## src/rtl/hc_pkg.sv

```systemverilog
// Shared hypercube link definitions: element/dimension widths, TX FSM encoding, link beat layout.
// Latency: n/a (types and constants only).
// Backpressure: n/a; the neighbour receiver imports the same definitions.
package hc_pkg;

    localparam int DATA_W = 8;
    localparam int DEPTH  = 4;
    localparam int ADDR_W = 2;
    localparam int DIM_W  = 3;
    localparam int LEN_W  = ADDR_W + 1;

    typedef enum logic [1:0] {
        IDLE = 2'd0,
        SEND = 2'd1,
        FIN  = 2'd2
    } state_t;

    // One beat as seen on the link.
    typedef struct packed {
        logic [DATA_W-1:0] dat;
        logic              last;
        logic [DIM_W-1:0]  dim;
    } beat_t;

    // Requests longer than the bank are cut down to the whole bank.
    function automatic logic [LEN_W-1:0] clamp_len(input logic [LEN_W-1:0] len);
        return (len > LEN_W'(DEPTH)) ? LEN_W'(DEPTH) : len;
    endfunction

endpackage

```

## src/rtl/hc_reg_bank.sv

```systemverilog
// Local element bank: DEPTH x DATA_W registers, one write port, one combinational read port.
// Latency: write visible on the read port the cycle after the write edge; read is combinational.
// Backpressure: none; the owner gates wr_en to freeze contents.
module hc_reg_bank
    import hc_pkg::*;
(
    input  logic              CLK,
    input  logic              RST,
    input  logic              wr_en,
    input  logic [ADDR_W-1:0] wr_addr,
    input  logic [DATA_W-1:0] wr_data,
    input  logic [ADDR_W-1:0] rd_addr,
    output logic [DATA_W-1:0] rd_data
);

    logic [DATA_W-1:0] mem [DEPTH];

    // Storage: cleared by reset, single-entry write per cycle.
    always_ff @(posedge CLK or posedge RST) begin
        if (RST) begin
            for (int i = 0; i < DEPTH; i++) begin
                mem[i] <= '0;
            end
        end else if (wr_en) begin
            mem[wr_addr] <= wr_data;
        end
    end

    assign rd_data = mem[rd_addr];

endmodule

```

## src/rtl/hc_link_tx.sv

```systemverilog
// Hypercube link transmitter: streams the first LEN bank elements to neighbour DIM over valid/ready.
// Latency: TX_VALID 1 cycle after START; 1 beat/cycle at full READY; DONE n+1 cycles after TX_VALID rise.
// Backpressure: TX_READY low holds the current beat stable; bank writes are dropped while not idle.
module hc_link_tx
    import hc_pkg::*;
(
    input  logic              CLK,
    input  logic              RST,
    input  logic              WR_EN,
    input  logic [ADDR_W-1:0] WR_ADDR,
    input  logic [DATA_W-1:0] WR_DATA,
    input  logic              START,
    input  logic [LEN_W-1:0]  LEN,
    input  logic [DIM_W-1:0]  DIM,
    output logic              TX_VALID,
    input  logic              TX_READY,
    output logic [DATA_W-1:0] TX_DATA,
    output logic              TX_LAST,
    output logic [DIM_W-1:0]  TX_DIM,
    output logic              BUSY,
    output logic              DONE
);

    state_t            state_q, state_d;
    logic [ADDR_W-1:0] idx_q, idx_d;
    logic [LEN_W-1:0]  len_q, len_d;
    beat_t             beat_q, beat_d;
    logic              vld_q, vld_d;
    logic              busy_q, busy_d;
    logic              done_q, done_d;

    logic              bank_wr_en;
    logic [ADDR_W-1:0] rd_addr;
    logic [DATA_W-1:0] rd_data;
    logic [LEN_W-1:0]  len_in;

    assign len_in = clamp_len(LEN);

    hc_reg_bank u_bank (
        .CLK     (CLK),
        .RST     (RST),
        .wr_en   (bank_wr_en),
        .wr_addr (WR_ADDR),
        .wr_data (WR_DATA),
        .rd_addr (rd_addr),
        .rd_data (rd_data)
    );

    // Next-state and next-output logic; the read port looks one element ahead while sending.
    always_comb begin
        state_d    = state_q;
        idx_d      = idx_q;
        len_d      = len_q;
        beat_d     = beat_q;
        vld_d      = vld_q;
        busy_d     = busy_q;
        done_d     = 1'b0;
        bank_wr_en = 1'b0;
        rd_addr    = '0;
        case (state_q)
            IDLE: begin
                // A write to entry 0 in the START cycle lands on this edge, so the
                // first beat still carries the old contents read here.
                bank_wr_en = WR_EN;
                if (START) begin
                    if (len_in == '0) begin
                        state_d = FIN;
                    end else begin
                        state_d     = SEND;
                        len_d       = len_in;
                        idx_d       = '0;
                        beat_d.dat  = rd_data;
                        beat_d.last = (len_in == LEN_W'(1));
                        beat_d.dim  = DIM;
                        vld_d       = 1'b1;
                        busy_d      = 1'b1;
                    end
                end
            end
            SEND: begin
                rd_addr = idx_q + ADDR_W'(1);
                if (vld_q && TX_READY) begin
                    if ({1'b0, idx_q} == len_q - LEN_W'(1)) begin
                        state_d     = FIN;
                        vld_d       = 1'b0;
                        beat_d.last = 1'b0;
                        busy_d      = 1'b0;
                    end else begin
                        idx_d       = idx_q + ADDR_W'(1);
                        beat_d.dat  = rd_data;
                        beat_d.last = (({1'b0, idx_q} + LEN_W'(2)) == len_q);
                    end
                end
            end
            FIN: begin
                done_d  = 1'b1;
                busy_d  = 1'b0;
                state_d = IDLE;
            end
            default: begin
                state_d = IDLE;
            end
        endcase
    end

    // State, transfer context and output registers; reset aborts any transfer immediately.
    always_ff @(posedge CLK or posedge RST) begin
        if (RST) begin
            state_q <= IDLE;
            idx_q   <= '0;
            len_q   <= '0;
            beat_q  <= '0;
            vld_q   <= 1'b0;
            busy_q  <= 1'b0;
            done_q  <= 1'b0;
        end else begin
            state_q <= state_d;
            idx_q   <= idx_d;
            len_q   <= len_d;
            beat_q  <= beat_d;
            vld_q   <= vld_d;
            busy_q  <= busy_d;
            done_q  <= done_d;
        end
    end

    assign TX_VALID = vld_q;
    assign TX_DATA  = beat_q.dat;
    assign TX_LAST  = beat_q.last;
    assign TX_DIM   = beat_q.dim;
    assign BUSY     = busy_q;
    assign DONE     = done_q;

endmodule

```

## config.mk

```make
export PLATFORM = sky130hd
export DESIGN_NAME = hc_link_tx
export DESIGN_NICKNAME = d
export VERILOG_FILES = /design/src/rtl/hc_pkg.sv /design/src/rtl/hc_reg_bank.sv /design/src/rtl/hc_link_tx.sv
export SDC_FILE = /design/constraint.sdc
export NUM_CORES = 1
export LEC_CHECK = 0
export BUFFER_PORTS_ARGS = -buffer_cell sky130_fd_sc_hd__buf_4
export CAP_MARGIN = 5
export CORE_MARGIN = 1.5
export CORE_UTILIZATION = 30
export CTS_CLUSTER_DIAMETER = 50
export CTS_CLUSTER_SIZE = 14
export DETAILED_ROUTE_END_ITERATION = 6
export GPL_TIMING_DRIVEN = 0
export MAX_ROUTING_LAYER = met4
export PLACE_DENSITY = 0.52
export SYNTH_ARGS = -nofsm -noshare
export SYNTH_HDL_FRONTEND = slang
export SYNTH_SLANG_ARGS = --single-unit
```

## constraint.sdc

```tcl
create_clock -name CLK -period 4 [get_ports CLK]
set_clock_uncertainty 0.2 [all_clocks]
set_input_delay 0.8 -clock CLK [delete_from_list [all_inputs] [get_ports CLK]]
set_output_delay 0.8 -clock CLK [all_outputs]
set_load 0.01 [all_outputs]
```

Word-level counts from Yosys, hierarchy flattened
Cells that the tools add are included.
{"block": "word_totals", "regBits": 54, "in_bits": 21, "output_inout_bits": 15, "wordCells": 77}
{"block": "classes", "add_sub_neg": 3, "order_cmp": 4, "n_eq_ne": 10, "mux": 32, "n_bitwise": 3, "n_reduce_logical": 12}
{"operator": "$bwmux 32", "count": 1}
{"operator": "$mux 8", "count": 4}
{"operator": "$mux 12", "count": 2}
{"operator": "$mux 2", "count": 9}
{"operator": "$pmux 9 s2", "count": 1}
{"operator": "$bmux 8 s2", "count": 1}
{"operator": "$demux 8 s2", "count": 1}
{"operator": "$reduce_and 5->1", "count": 3}
{"operator": "$ne 2x2->1 const B", "count": 5}
{"operator": "$mux 9", "count": 1}
{"operator": "$pmux 2 s2", "count": 2}
{"operator": "$mux 1", "count": 7}
{"operator": "$ge 3x3->1 const B", "count": 2}
{"operator": "$not 2->3", "count": 2}
{"operator": "$reduce_and 3->1", "count": 2}
{"operator": "$reduce_and 4->1", "count": 1}
{"operator": "$add 2x2->3 const B", "count": 1}
{"operator": "$eq 2x3->1", "count": 1}
{"operator": "$eq 3x1->1 const B", "count": 1}
{"operator": "$eq 3x3->1", "count": 1}
{"operator": "$gt 3x3->1 const B", "count": 1}
{"operator": "$logic_not 3->1", "count": 1}
{"operator": "$lt 3x1->1 const B", "count": 1}
{"operator": "$mux 3", "count": 1}
{"operator": "other kinds (11)", "count": 12}

Longest topological paths before layout
Gate-level depths: netlist of run 1.
{"block": "logic_depth", "ltp_word": 9, "ltp_mapped": 7, "ltp_nobuf": 6}

Modules after synthesis
Synthesis of run 1 repeated with hierarchy kept, for this count alone.
{"block": "hier_totals", "cells_unflattened": 196, "area_unflattened_um2": 2567.5}
{"mod": "hc_reg_bank", "instances": 1, "cells_each": 79, "area_each_um2": 1405.1, "seq_area_each_um2": 800.8}
{"mod": "hc_link_tx", "instances": 1, "cells_each": 117, "area_each_um2": 1162.4, "seq_area_each_um2": 550.5}

Worst setup path after synthesis of run 1
Ideal clock, no wire load.
{"block": "synth_timing", "path_kind": "register to register", "from": "reg len_q[0]", "to": "reg beat_q (netlist bit TX_DATA[0])", "setup_time_ps": 125, "arrival_time_ps": 1813, "t_required_ps": 3675, "slack_ps": 1862, "stages_incl_launch_ff": 7, "path_buffers": 0, "synth_period_minus_slack_ps": 2138, "cell_sequence": "dfrtp_1 inv_1 ha_1 xnor2_2 o311ai_2 a22oi_4 mux2_2"}
{"block": "synth_between", "elab_chain_len": 4}
{"item": "from (decl)", "line": "hc_link_tx.sv:26", "text": "logic [LEN_W-1:0] len_q, len_d;"}
{"item": "from (signal assigned)", "line": "hc_link_tx.sv:119", "text": "len_q <= len_d;"}
{"item": "$sub 3x1->3", "line": "hc_link_tx.sv:83", "text": "if ({1'b0, idx_q} == len_q - LEN_W'(1)) begin"}
{"item": "$eq 2x3->1", "line": "hc_link_tx.sv:83"}
{"item": "$ne 2x2->1 (no line)"}
{"item": "$reduce_and 5->1 (no line)"}
{"item": "to (signal assigned)", "line": "hc_link_tx.sv:120", "text": "beat_q <= beat_d;"}
{"item": "to (decl)", "line": "hc_link_tx.sv:27", "text": "beat_t beat_q, beat_d;"}
No other way between the ends.
A chain may end at the register's enable or synchronous reset.

Worst setup path after layout of run 1
{"block": "layout_timing", "from": "reg state_q[1]", "to": "reg u_bank.mem[24] in the netlist's numbering"}
{"block": "layout_between", "elab_chain_len": 2}
{"item": "from (decl)", "line": "hc_link_tx.sv:24", "text": "state_t state_q, state_d;"}
{"item": "from (signal assigned)", "line": "hc_link_tx.sv:117", "text": "state_q <= state_d;"}
{"item": "$logic_not 2->1", "line": "hc_link_tx.sv:60", "text": "case (state_q)"}
{"item": "$mux 1", "line": "hc_link_tx.sv:60"}
{"item": "to (signal, indexed assignment)", "line": "hc_reg_bank.sv:25", "text": "mem[wr_addr] <= wr_data;"}
{"item": "to (decl)", "line": "hc_reg_bank.sv:16", "text": "logic [DATA_W-1:0] mem [DEPTH];"}
No other way between the ends.

==> flow_metrics.env, run 1 <==
export IMPL_p_clk_share_pct=13.2
export IMPL_clock_latency_ps=300
export IMPL_end_kind="flop"
export IMPL_hp_class="flop to flop"
export IMPL_synth_cell_types=36
export IMPL_cts_made_buffers=5
export IMPL_sequentialPowerShare_pct=42.1
export IMPL_routed_wl_mm=5.19
export IMPL_slew_viol_final=0
export IMPL_synth_top_area_cell="dfrtp_1"
export IMPL_synthArstFlopShare_pct=100
export IMPL_r2r_end="u_bank.mem[24]"
export IMPL_r2r_start="state_q[1]"
export IMPL_setup_viol=0
export IMPL_final_hold_viol_count=0
export IMPL_h_tree_depth=2
export IMPL_total_power_mw=2.24
export IMPL_crit_path_start="state_q[1]"
export IMPL_cts_root_buffer="clkbuf_8"
export IMPL_ys_flop_type="dfrtp_1"
export IMPL_holdPathEnd="TX_DIM[0]"
export IMPL_cts_hold_fix_buffers=0
export IMPL_drt_initial_drc_count=32
export IMPL_start_util_pct=30.9
export IMPL_clock_sinks=54
export IMPL_grt_pass1_wl_mm=8.75
export IMPL_period_share_pct=62.8
export IMPL_maxSlewHeadroom_pct=42.4
export IMPL_netSwitchingFraction_pct=34.4
export IMPL_clk_pin_slew_ps=90
export IMPL_start_kind="flop"
export IMPL_avgRoutedWirePerCell_um=15.2
export IMPL_postCtsSetupBuffers=0
export IMPL_synthTopCellsByArea="dfrtp_1 (53%), mux2_2 (20%), mux4_2 (3.5%), nand2_1 (2.7%), o22ai_1 (2.2%)"
export IMPL_area_growth_pct=19.6
export IMPL_nNetsFinal=261
export IMPL_min_period_ps=2510
export IMPL_drt_first_pass_iters=4
export IMPL_syn_nets=218
export IMPL_hpwlAfterDp_mm=3.70
export IMPL_place_gp_congestion=0.752
export IMPL_dieArea_sq_um=9020
export IMPL_rows=33
export IMPL_fmax_ghz=0.398
export IMPL_ys_ff_latch=54
export IMPL_hp_start="TX_DIM[0]"
export IMPL_syn_inst=193
export IMPL_cts_buffer_depth=2
export IMPL_seq_area_frac_synth_pct=53.2
export IMPL_combPwrFrac_pct=44.7
export IMPL_synth_edff_count=0
export IMPL_synth_warnings=0
export IMPL_rsz0062_at_grt="no"
export IMPL_r2r_slack_ps=1490
export IMPL_fillers=817
export IMPL_pre_cts_slack_ps=1460
export IMPL_io_buffer_count=35
export IMPL_layout_setup_ws_ps=1490
export IMPL_maxCapViolations=0
export IMPL_min_path_cells=2
export IMPL_diodes=0
export IMPL_avgSynthCellArea_sq_um=13.2
export IMPL_crit_type="flop to flop"
export IMPL_ir_worst_vdd_mv=0.300
export IMPL_vias=1670
export IMPL_arrival_ps=2500
export IMPL_cts_tree="done"
export IMPL_grt_pass1_vias=1725
export IMPL_die_height_um=95.0
export IMPL_tightest_slew_ps=859
export IMPL_grt_overflow=0
export IMPL_grt_max_degree=29
export IMPL_tns_ps=0
export IMPL_p_per_area_nw_per_um2=738
export IMPL_grt_antenna_before_repair=0
export IMPL_drc=0
export IMPL_antenna_left=0
export IMPL_p_leak_nw=1.33
export IMPL_worstRegToRegCells=6
export IMPL_core_sq_um=8220
export IMPL_die_x_um=95.0
export IMPL_cts_resized=0
export IMPL_vias_per_cell=4.90
export IMPL_syn_cell_area_sq_um=2540
export IMPL_ios=36
export IMPL_crit_required_ps=3990
export IMPL_crit_fanout=8
export IMPL_grt_use_total_pct=13.3
export IMPL_status="finished clean"
export IMPL_switching_power_uw=772
export IMPL_synth_top_area_share_pct=53.2
export IMPL_p_int_mw=1.47
export IMPL_drive_gt1_share_pct=43.2
==> synthesized netlist by cell type (2+ instances only) <==
library cell / count
a211oi_1: 4
a21oi_1: 4
buf_2: 2
clkbuf_1: 2
dfrtp_1: 54
ha_1: 4
inv_1: 8
mux2_2: 45
mux2i_1: 2
mux4_2: 4
nand2_1: 18
nand2b_1: 2
nand3b_1: 2
nor2_1: 6
o21ai_0: 4
o22ai_1: 9
o2bb2ai_1: 2
xnor2_2: 2
xor2_1: 2
==> area by class of cell <==
cell class | count | area [sq um] | area share [%]
inverter | 8 | 30.0 | 0.989
multi-input combinational | 126 | 1130 | 37.3
timing repair buffer | 36 | 283 | 9.31
tap | 105 | 131 | 4.33
sequential | 54 | 1350 | 44.5
clock inverter | 2 | 15.0 | 0.494
buffer | 5 | 25.0 | 0.824
clock buffer | 5 | 68.8 | 2.27
==> critical path: stages (launching register included) <==
cell      delay (ps)
dfrtp_1          390
inv_1            100
ha_1             140
clkbuf_1         320
nand2_1          160
nor3_2           680
mux2_2           410
==> state kept, by name, indices dropped and copies added (netlist names) <==
register	cells
len_q	3
TX_LAST	1
TX_DATA	8
TX_DIM	3
u_bank.mem	32
TX_VALID	1
state_q	2
BUSY	1
DONE	1
idx_q	2
==> layout by cell type (no fill, tap or decap), types with 2 or more instances in the layout <==
cell,count
a21oi_1,4
a211oi_1,4
o2bb2ai_1,2
nand2b_1,2
mux2_2,45
xor2_1,2
clkinvlp_4,2
o21ai_0,4
clkbuf_1,2
buf_2,2
nand2_1,18
inv_1,7
clkbuf_8,5
dfrtp_1,54
buf_4,36
mux4_2,4
mux2i_1,2
ha_1,4
o22ai_1,9
nand3b_1,2
xnor2_2,2
nor2_1,6
==> metrics by stage <==
| step | util [%] | cells | area [sq um] | hold slack, ps |
|---|---|---|---|---|
| 3_5_place_dp | 35.9 | 334 | 2950 | 266 |
| 4_1_cts | 37.0 | 341 | 3040 | 289 |
| 5_1_grt | 37.0 | 341 | 3040 | 318 |
| 2_1_floorplan | - | 193 | 2540 | 274 |
| 6_report | 37.0 | 341 | 3040 | 286 |
| 3_3_place_gp | 35.7 | 333 | 2930 | 260 |
==> logic make-up (layout without fill, tap and decap cells) <==
logic type / after synthesis / count (layout) / synth area share, %
compound gates: 33 / 33 / 10.1
xor+xnor: 4 / 4 / 1.97
fa+ha+maj: 4 / 4 / 1.97
buf+inv: 13 / 56 / 2.17
flops: 54 / 54 / 53.2
mux: 51 / 51 / 24.3
simple gates: 34 / 34 / 6.31
==> power by group through the flow <==
| stage | Clock [mW] | Combinational (mW) | Sequential (mW) |
|---|---|---|---|
| after floorplan | 0 | 0.720 | 0.955 |
| after global placement | 0 | 1.00 | 0.951 |
| after detailed placement | 0 | 1.02 | 0.961 |
| after CTS | 0.310 | 1.02 | 0.947 |
| after global routing | 0.331 | 1.12 | 0.980 |
| final | 0.296 | 1.00 | 0.944 |
==> how the worst max path moves through the flow <==
stage / slack (ps) / end / depth (start not counted)
CTS: 1480 / u_bank.mem[25] / 6
detailed placement: 1460 / u_bank.mem[25] / 6
global placement: 870 / u_bank.mem[17] / 2
finish: 1490 / u_bank.mem[24] / 6
global route: 1360 / u_bank.mem[24] / 6
floorplan: 1690 / BUSY / 1
==> routing by layer <==
layer  up-vias  GRT usage (%)  part of all wire, %
met5         -              -                    0
met1       845           16.4                   45
met3         5           2.90                  3.9
li1        790              -                    -
met2        30           22.1                   50
met4         0           3.11                 0.89
(Power assumes the default switching activity.)
==> inputs of run 2 (changes only) <==
ABC_AREA = 1   (was default)
PLACE_DENSITY = 0.54   (was 0.52)
clock period = 2.3 ns   (was 4 ns; I/O delays follow)
==> run 2 against run 1 <==
Compared with the run above:
- worst hold slack worse by 190 ps
- flip-flop and latch count unchanged
- global-route usage grew 1.0 points
- routed wire length grew 19%
- sequential power up 2%
- maximum frequency rose by 22%
- worst setup slack worse by 1200 ps
- critical endpoint is now u_bank.mem[15]
- largest cell class unchanged
- largest power group is now registers
==> flow_metrics.env, run 2 <==
export IMPL_clk_pin_slew_ps=100
export IMPL_sequentialPowerShare_pct=56.3
export IMPL_synthTopCellsByArea="dfrtp_1 (51%), nand2_1 (21%), o21ai_0 (6.4%), inv_1 (5.3%), nor2_1 (2.1%)"
export IMPL_syn_nets=375
export IMPL_hp_class="input port to asynchronous set/reset pin"
export IMPL_synth_most_common_cell="nand2_1"
export IMPL_fillers=957
export IMPL_netSwitchingFraction_pct=22.6
export IMPL_grt_antenna_before_repair=0
export IMPL_synth_warnings=0
export IMPL_combPwrFrac_pct=6.0
export IMPL_diodes=0
export IMPL_maxCapViolations=0
export IMPL_synth_top_area_share_pct=50.6
export IMPL_maxSlewHeadroom_pct=48.0
export IMPL_vias=2220
export IMPL_switching_power_uw=385
export IMPL_rows=34
export IMPL_dieArea_sq_um=9480
export IMPL_cts_tree="done"
export IMPL_io_buffer_count=35
export IMPL_nNetsFinal=418
export IMPL_core_sq_um=8680
export IMPL_vias_per_cell=4.42
export IMPL_layout_setup_ws_ps=249
export IMPL_ios=36
export IMPL_final_core_util_pct=37.0
export IMPL_grt_max_degree=35
export IMPL_hold_ws_ps=91.8
export IMPL_rsz0062_at_grt="no"
export IMPL_setup_viol=0
export IMPL_die_height_um=97.4
export IMPL_p_leak_nw=1.70
export IMPL_synth_edff_count=0
export IMPL_antenna_left=0
export IMPL_h_tree_depth=2
export IMPL_period_share_pct=89.2
export IMPL_synthArstFlopShare_pct=100
export IMPL_clock_sinks=54
export IMPL_p_per_area_nw_per_um2=531
export IMPL_final_cells=502
export IMPL_cts_made_buffers=5
export IMPL_place_gp_congestion=0.869
export IMPL_grt_pass1_wl_mm=10.7
export IMPL_total_power_mw=1.70
export IMPL_drc=0
export IMPL_tightest_slew_ps=778
export IMPL_synth_top_area_cell="dfrtp_1"
export IMPL_postCtsSetupBuffers=0
export IMPL_ys_ff_latch=54
export IMPL_clock_latency_ps=310
export IMPL_cts_hold_fix_buffers=0
export IMPL_avgSynthCellArea_sq_um=7.64
export IMPL_top_register="u_bank.mem"
export IMPL_cts_root_buffer="clkbuf_8"
export IMPL_syn_cell_area_sq_um=2670
export IMPL_final_common_cell="nand2_1"
export IMPL_largest_reg_flops=32
export IMPL_status="finished clean"
export IMPL_slew_viol_final=0
export IMPL_ys_flop_type="dfrtp_1"
export IMPL_post_place_cells=494
export IMPL_drive_gt1_share_pct=18.5
export IMPL_ir_worst_vdd_mv=0.256
export IMPL_area_growth_pct=20.0
export IMPL_drt_first_pass_iters=4
export IMPL_final_hold_viol_count=0
export IMPL_p_clk_share_pct=37.7
export IMPL_crit_fanout=10
export IMPL_avgRoutedWirePerCell_um=12.2
export IMPL_synthTopCellsByCount="nand2_1 (152), dfrtp_1 (54), inv_1 (38), o21ai_0 (34), nor2_1 (15)"
export IMPL_syn_inst=350
export IMPL_crit_type="flop to flop"
export IMPL_grt_use_total_pct=14.3
export IMPL_min_period_ps=2050
export IMPL_drt_initial_drc_count=125
export IMPL_slowest_stage="clkbuf_1"
export IMPL_die_x_um=97.4
export IMPL_arrival_ps=2030
export IMPL_end_kind="flop"
export IMPL_layout_common_cells="nand2_1 (152), dfrtp_1 (54), inv_1 (37)"
export IMPL_routed_wl_mm=6.15
export IMPL_slowest_delay_ps=410
export IMPL_p_int_mw=1.32
export IMPL_fmax_ghz=0.488
export IMPL_grt_pass1_vias=2273
export IMPL_cpMostUsedCell="nand2_1"
export IMPL_cts_resized=0
export IMPL_start_kind="flop"
export IMPL_start_util_pct=30.8
export IMPL_grt_overflow=0
export IMPL_seq_area_frac_synth_pct=50.6
export IMPL_hpwlAfterDp_mm=4.52
export IMPL_cts_buffer_depth=2
export IMPL_pre_cts_slack_ps=249
export IMPL_path_cells="inv_1 > ha_1 > nand2_1 > inv_2 > nand2_1 > clkbuf_1 > o21ai_0"
export IMPL_synth_cell_types=22
export IMPL_crit_required_ps=2280
run 2: changes by cell type after synthesis, sizes merged, moves of 3 or more:
cell and change:
nand2 +136, a211oi -4, inv +36, o21ai +46
nor2 +14, mux2 -45, nand3 +8, o22ai -9
mux4 -4, a21oi -3
run 2: cell type report:
type	instances	area, sq um	share of cell area [%]
sequential	54	1350	42.1
multi-input combinational	244	1100	34.5
timing repair buffer	36	290	9.05
inverter	44	165	5.15
tap	108	135	4.21
clock buffer	5	68.8	2.15
buffer	8	51.3	1.60
clock inverter	3	40.0	1.25
run 2: cell families after synthesis:
logic type	count (synthesis)	synth area share (%)
buffers and inverters	52	8.10
AOI/OAI and AO/OA	52	10.7
and+or+nand+nor	188	28.8
DFF	54	50.6
adders and majority gates	4	1.87
run 2: per-stage QoR:
| step | cell area [sq um] | setup TNS [ps] |
|---|---|---|
| floorplan | 2670 | 0 |
| global placement | 3070 | -26020 |
| detailed placement | 3100 | 0 |
| CTS | 3210 | 0 |
| global route | 3210 | 0 |
| finish | 3210 | 0 |
run 2: final timing paths:
path / from / to / slack (ps) / cells past startpoint
worst max-delay path: state_q[0] / u_bank.mem[15] / 250 / 7
worst min-delay path: RST / u_bank.mem[17] / 90 / 2
worst max register to register: state_q[0] / u_bank.mem[15] / 250 / 7
worst min register to register: TX_DIM[2] / TX_DIM[2] / 280 / 2
max in group asynchronous: RST / idx_q[1] / 1240 / 3
min in group CLK: DIM[0] / TX_DIM[0] / 150 / 3
run 2: metal layers:
metal,vias up,global-route usage [%],wire (um),share of wire (%)
met5,-,-,0,0
met4,0,3.30,51,0.83
met3,7,2.52,200,3.3
met2,35,23.7,3010,49
met1,1016,18.3,2880,47
li1,1162,-,-,-
run 2: worst max-delay path, delay by kind of cell, from the launching register on:
family | cells | cell delay (ps)
AOI/OAI and AO/OA | 1 | 150
adders and majority gates | 1 | 270
buffers and inverters | 3 | 550
DFF | 1 | 360
and+or+nand+nor | 2 | 390
run 2: power groups by stage:
stage	Combinational, mW	Clock, mW	Sequential [mW]
CTS	0.105	0.669	0.959
global route	0.116	0.701	0.960
global placement	0.0961	0	0.978
floorplan	0.0466	0	0.979
finish	0.102	0.643	0.959
detailed placement	0.105	0	0.978
